==> src/rtl/acl2_spi_sequencer.sv <==
// ADXL362 burst sequencer driving the FIFO side of simple_spi_top_modified.
// Owns chip select, pushes instruction/address/payload bytes one at a time and streams read payload out.
`timescale 1ns/1ps
module acl2_spi_sequencer #(
  parameter int         LEN_W    = 8,
  parameter int         CS_SETUP = 4,   // must be >= 2
  parameter int         CS_HOLD  = 4,
  parameter int         TIMEOUT  = 1023,
  parameter logic [7:0] RD_CMD   = 8'h0B,
  parameter logic [7:0] WR_CMD   = 8'h0A
) (
  input  logic             clk_i,
  input  logic             nrst,
  input  logic             cmd_valid,
  output logic             cmd_ready,
  input  logic             cmd_rd,
  input  logic [7:0]       cmd_addr,
  input  logic [LEN_W-1:0] cmd_len,
  input  logic [7:0]       wr_data,
  input  logic             wr_valid,
  output logic             wr_ready,
  output logic [7:0]       rd_data,
  output logic             rd_valid,
  input  logic             rd_ready,
  output logic             busy,
  output logic             done,
  output logic             err,
  output logic             ncs_o,
  input  logic [7:0]       spsr,
  input  logic [7:0]       rfdout,
  output logic             wfwe,
  output logic [7:0]       wfdin,
  output logic             rfre
);

  localparam int CNT_W = 16;
  localparam logic [LEN_W:0] IDX_PAYLOAD = (LEN_W+1)'(2);

  typedef enum logic [2:0] {
    S_IDLE    = 3'd0,
    S_SETUP   = 3'd1,
    S_SEND    = 3'd2,
    S_WAIT_RX = 3'd3,
    S_POP     = 3'd4,
    S_DELIVER = 3'd5,
    S_NEXT    = 3'd6,
    S_HOLD    = 3'd7
  } state_t;

  state_t           state_r, state_s;
  logic [LEN_W:0]   idx_r, idx_s;
  logic [LEN_W-1:0] len_r, len_s;
  logic             rd_r, rd_s;
  logic [7:0]       addr_r, addr_s;
  logic [CNT_W-1:0] cnt_r, cnt_s;
  logic             abort_r, abort_s;
  logic             ncs_r, ncs_s;
  logic             wfwe_r, wfwe_s;
  logic [7:0]       wfdin_r, wfdin_s;
  logic             rfre_r, rfre_s;
  logic [7:0]       rd_data_r, rd_data_s;
  logic             rd_valid_r, rd_valid_s;
  logic             done_r, done_s;
  logic             err_r, err_s;
  logic             busy_r, busy_s;
  logic             wr_ready_r, wr_ready_s;
  logic [7:0]       hdr_byte_s;
  logic             rx_empty_s;
  logic             unused_spsr_s;

  assign rx_empty_s    = spsr[0];
  assign unused_spsr_s = ^{spsr[7:1]};

  assign cmd_ready = (state_r == S_IDLE);
  assign ncs_o     = ncs_r;
  assign wfwe      = wfwe_r;
  assign wfdin     = wfdin_r;
  assign rfre      = rfre_r;
  assign rd_data   = rd_data_r;
  assign rd_valid  = rd_valid_r;
  assign done      = done_r;
  assign err       = err_r;
  assign busy      = busy_r;
  assign wr_ready  = wr_ready_r;

  // Byte for non-payload slots and read dummy bytes.
  always_comb begin
    hdr_byte_s = 8'h00;
    if (idx_r == (LEN_W+1)'(0)) begin
      hdr_byte_s = rd_r ? RD_CMD : WR_CMD;
    end else if (idx_r == (LEN_W+1)'(1)) begin
      hdr_byte_s = addr_r;
    end else begin
      hdr_byte_s = 8'h00;
    end
  end

  // Next-state and next-output logic of the burst FSM.
  always_comb begin
    state_s    = state_r;
    idx_s      = idx_r;
    len_s      = len_r;
    rd_s       = rd_r;
    addr_s     = addr_r;
    cnt_s      = cnt_r;
    abort_s    = abort_r;
    ncs_s      = ncs_r;
    wfwe_s     = 1'b0;
    wfdin_s    = wfdin_r;
    rfre_s     = 1'b0;
    rd_data_s  = rd_data_r;
    rd_valid_s = rd_valid_r;
    done_s     = 1'b0;
    err_s      = 1'b0;
    busy_s     = busy_r;
    wr_ready_s = 1'b0;
    case (state_r)
      S_IDLE: begin
        if (cmd_valid) begin
          rd_s    = cmd_rd;
          addr_s  = cmd_addr;
          len_s   = cmd_len;
          idx_s   = '0;
          cnt_s   = '0;
          abort_s = 1'b0;
          ncs_s   = 1'b0;
          busy_s  = 1'b1;
          state_s = S_SETUP;
        end else begin
          state_s = S_IDLE;
        end
      end
      S_SETUP: begin
        cnt_s = cnt_r + CNT_W'(1);
        // rfre is registered, so spsr is only trusted when no pop is still in flight
        if (!rx_empty_s && !rfre_r) begin
          rfre_s = 1'b1;
        end else begin
          rfre_s = 1'b0;
        end
        if ((cnt_r >= CNT_W'(CS_SETUP - 2)) && !rfre_r && rx_empty_s) begin
          cnt_s   = '0;
          state_s = S_SEND;
        end else begin
          state_s = S_SETUP;
        end
      end
      S_SEND: begin
        cnt_s = '0;
        if ((idx_r < IDX_PAYLOAD) || rd_r) begin
          wfwe_s  = 1'b1;
          wfdin_s = hdr_byte_s;
          state_s = S_WAIT_RX;
        end else if (wr_valid) begin
          wfwe_s     = 1'b1;
          wr_ready_s = 1'b1;
          wfdin_s    = wr_data;
          state_s    = S_WAIT_RX;
        end else begin
          state_s = S_SEND;
        end
      end
      S_WAIT_RX: begin
        if (!rx_empty_s) begin
          state_s = S_POP;
        end else if (cnt_r >= CNT_W'(TIMEOUT)) begin
          abort_s = 1'b1;
          cnt_s   = '0;
          state_s = S_HOLD;
        end else begin
          cnt_s = cnt_r + CNT_W'(1);
        end
      end
      S_POP: begin
        rfre_s = 1'b1;
        if (rd_r && (idx_r >= IDX_PAYLOAD)) begin
          rd_data_s  = rfdout;
          rd_valid_s = 1'b1;
          state_s    = S_DELIVER;
        end else begin
          state_s = S_NEXT;
        end
      end
      S_DELIVER: begin
        if (rd_valid_r && rd_ready) begin
          rd_valid_s = 1'b0;
          state_s    = S_NEXT;
        end else begin
          state_s = S_DELIVER;
        end
      end
      S_NEXT: begin
        idx_s = idx_r + (LEN_W+1)'(1);
        if ((idx_r + (LEN_W+1)'(1)) == ({1'b0, len_r} + IDX_PAYLOAD)) begin
          cnt_s   = '0;
          state_s = S_HOLD;
        end else begin
          state_s = S_SEND;
        end
      end
      S_HOLD: begin
        if (cnt_r >= CNT_W'(CS_HOLD - 1)) begin
          ncs_s   = 1'b1;
          busy_s  = 1'b0;
          done_s  = 1'b1;
          err_s   = abort_r;
          state_s = S_IDLE;
        end else begin
          cnt_s = cnt_r + CNT_W'(1);
        end
      end
      default: begin
        ncs_s   = 1'b1;
        busy_s  = 1'b0;
        state_s = S_IDLE;
      end
    endcase
  end

  // State and registered outputs; reset parks the bus with chip select released.
  always_ff @(posedge clk_i or negedge nrst) begin
    if (!nrst) begin
      state_r    <= S_IDLE;
      idx_r      <= '0;
      len_r      <= '0;
      rd_r       <= 1'b0;
      addr_r     <= 8'h00;
      cnt_r      <= '0;
      abort_r    <= 1'b0;
      ncs_r      <= 1'b1;
      wfwe_r     <= 1'b0;
      wfdin_r    <= 8'h00;
      rfre_r     <= 1'b0;
      rd_data_r  <= 8'h00;
      rd_valid_r <= 1'b0;
      done_r     <= 1'b0;
      err_r      <= 1'b0;
      busy_r     <= 1'b0;
      wr_ready_r <= 1'b0;
    end else begin
      state_r    <= state_s;
      idx_r      <= idx_s;
      len_r      <= len_s;
      rd_r       <= rd_s;
      addr_r     <= addr_s;
      cnt_r      <= cnt_s;
      abort_r    <= abort_s;
      ncs_r      <= ncs_s;
      wfwe_r     <= wfwe_s;
      wfdin_r    <= wfdin_s;
      rfre_r     <= rfre_s;
      rd_data_r  <= rd_data_s;
      rd_valid_r <= rd_valid_s;
      done_r     <= done_s;
      err_r      <= err_s;
      busy_r     <= busy_s;
      wr_ready_r <= wr_ready_s;
    end
  end

endmodule

==> config.mk <==
export PLATFORM = sky130hd
export DESIGN_NAME = acl2_spi_sequencer
export DESIGN_NICKNAME = d
export VERILOG_FILES = /design/src/rtl/acl2_spi_sequencer.sv
export SDC_FILE = /design/constraint.sdc
export NUM_CORES = 1
export LEC_CHECK = 0
export CAP_MARGIN = 30
export CORE_MARGIN = 1
export CORE_UTILIZATION = 30
export CTS_BUF_LIST = sky130_fd_sc_hd__clkbuf_16
export DETAILED_ROUTE_END_ITERATION = 8
export PLACE_DENSITY = 0.54
export SLEW_MARGIN = 20
export SYNTH_ARGS = -nofsm -noshare
export SYNTH_HDL_FRONTEND = slang
export SYNTH_SLANG_ARGS = --single-unit
==> constraint.sdc <==
create_clock -name clk_i -period 2.8 [get_ports clk_i]
set_input_delay 0.42 -clock clk_i [delete_from_list [all_inputs] [get_ports clk_i]]
set_output_delay 0.42 -clock clk_i [all_outputs]
set_load 0.1 [all_outputs]
==> results of run 1 <==
[registers in the layout, indices dropped and copies added (netlist names), 3 cells and up]
register,cells
state_r,3
cnt_r,16
idx_r,9
len_r,8
rd_data,8
wfdin,8
addr_r,8
[synthesized netlist by cell type, types with 10 or more instances]
cell	instances	share of area
a21o_1	10	0.019
a21oi_1	30	0.039
clkbuf_1	12	0.012
dfrtp_1	69	0.44
inv_1	15	0.014
mux2_2	25	0.072
nand2_1	38	0.037
nand3_1	12	0.015
nor2_1	29	0.028
nor3_1	21	0.027
o21ai_0	29	0.037
xnor2_1	10	0.022
[cell usage in the layout (no fill, tap or decap), types with 16 or more instances in the layout]
cell type         n
mux2_2           25
dfrtp_1          69
a21oi_1          30
clkdlybuf4s50_1  37
inv_1            16
nor3_1           21
o21ai_0          29
nor2_1           28
nand2_1          38
buf_4            47
[per-layer routing]
| layer | share of wire | up-vias | GRT usage |
|---|---|---|---|
| li1 | - | 1647 | - |
| met1 | 0.50 | 1527 | 0.214 |
| met2 | 0.45 | 68 | 0.227 |
| met3 | 0.044 | 10 | 0.0377 |
| met4 | 0.013 | 0 | 0.0538 |
| met5 | 0 | - | 0 |
[kinds of logic after synthesis]
family,Yosys count,share of synthesized area
XOR/XNOR,16,0.0360
AND/OR/NAND/NOR,150,0.200
buffers and inverters,36,0.0430
flip-flops,70,0.450
adder cells (fa/ha/maj),7,0.0225
AO/OA/AOI/OAI,108,0.177
multiplexers,25,0.0723
[power by group through the flow]
stage          registers (mW)  clock network, mW  logic [mW]
5_1_grt                  1.72               1.26        3.62
6_report                 1.66               1.19        3.34
3_5_place_dp             1.68                  0        3.36
2_1_floorplan            2.49                  0        1.61
3_3_place_gp             1.67                  0        3.33
4_1_cts                  1.67               1.22        3.37
[final timing paths]
| check | startpoint | endpoint | slack, ns |
|---|---|---|---|
| max | cnt_r[5] | cnt_r[8] | 0.21 |
| min | nrst | cnt_r[3] | 0.1 |
| max reg2reg | cnt_r[5] | cnt_r[8] | 0.21 |
| min reg2reg | wfdin[7] | wfdin[7] | 0.48 |
| max in group asynchronous | nrst | ncs_o | 1.88 |
| min in group clk_i | wfdin[7] | wfdin[7] | 0.48 |
[cell type report]
cell class | count | area share
clock buffers | 9 | 0.0447
clock inverters | 7 | 0.0159
inverters | 15 | 0.0112
multi-input cells | 306 | 0.393
flip-flops and latches | 70 | 0.348
well taps | 172 | 0.0427
repair buffers | 85 | 0.144
[worst max-delay path, cell delays in order, from the launching register on]
cell      delay [ns]
dfrtp_1         0.44
nor4_1          0.40
nand4_2         0.21
o2111a_2        0.36
or2_1           0.37
or4_1           0.51
a21oi_1         0.15
a21o_1          0.10
==> reports/qor.yml, run 1 <==
status: "completed"
dr.pass1.iters: 4
grt_pass1_wl_um: 15900
p_int_mw: 3.21
drt-vias-per-instance: 4.90
io-pin-count: 71
crit_arrival_ns: 2.87
synthArstFlopShare: 1.00
fmax_mhz: 386
layout-drive-gt1-share: 0.195
hpwlAfterDp_um: 6870
setup_viol: 0
synth_ff_type: "dfrtp_1"
power.switching_mw: 2.99
utilization: 0.399
criticalPathCategory: "flip-flop to flip-flop"
grt_max_degree: 26
cts_setup_buffers: 0
min_path_type: "primary input to asynchronous set/reset pin"
power_leakage_nw: 2.25
initial_utilization: 0.309
cts_max_level: 3
wl_per_cell_um: 14.2
nNetsFinal: 540
grt_use_total: 0.153
crit_fanout: 10
core_region_area_um2: 12600
cts_made_buffers: 9
slew_violations: 0
holdWs_ns: 0.0998
dpl_worst_slack_ns: 0.220
slew-limit-headroom: 0.384
syn_to_final_growth_pct: 29.4
vdd_drop_max_uv: 835
insertion_delay_ns: 0.34
ys_types: 59
grt-ovfl-total: 0
synth-edff-count: 0
clock_path_buffers: 2
yosys_warnings: 0
cts_resized: 0
routed_wl_um: 9410
place_congestion: 0.799
ys_seq_elements: 70
start_kind: "flip-flop"
placed_cells: 648
clk_pin_slew_worst_paths_ns: 0.06
pwr-share-clk: 0.192
cts_tree: "done"
via_count: 3252
synth_nets: 465
tns_ns: 0
portBuffers: 63
r2r.worst_path.cells: 7
drc: 0
final_area_um2: 5040
ys_seq_area_frac: 0.450
die_h_um: 116
cp.required_ns: 3.08
synth_area_um2: 3900
grt_pass1_vias: 3202
multi_input_area_um2: 1980
die_w_um: 116
place_area_um2: 4740
drt_iter0_markers: 200
skew_ns: 0.00682
power_density_nw_per_um2: 1230
final_hold_viol_count: 0
hold_buffers: 0
antenna_found_initial: 0
fin_crit_ns: 2.59
power_mw: 6.20
period_share: 0.925
rows: 41
p_comb_frac: 0.539
postRouteAntennaNets: 0
setup_ws_ns: 0.209
seq_area_um2: 1750
syn_inst: 412
cts.sinks: 70
drv_cap: 0
cts_root_buffer: "clkbuf_16"
fillCellCount: 1299
avgSynthCellArea_um2: 9.46
n_antenna_cell: 0
swShare: 0.482
layout.cells.non_filler: 664
critPathCaptureType: "flip-flop"
rsz0062_at_grt: "no"
tightest_slew_ns: 0.920
seq_power_share: 0.268
die-area_um2: 13400
Power figures use the tool's default switching activity.
==> inputs of run 2 (changes only) <==
Settings changed: GPL_TIMING_DRIVEN from default to 1.
==> results of run 2 <==
No change in the layout: final DEF, timing and power equal those of run 1.
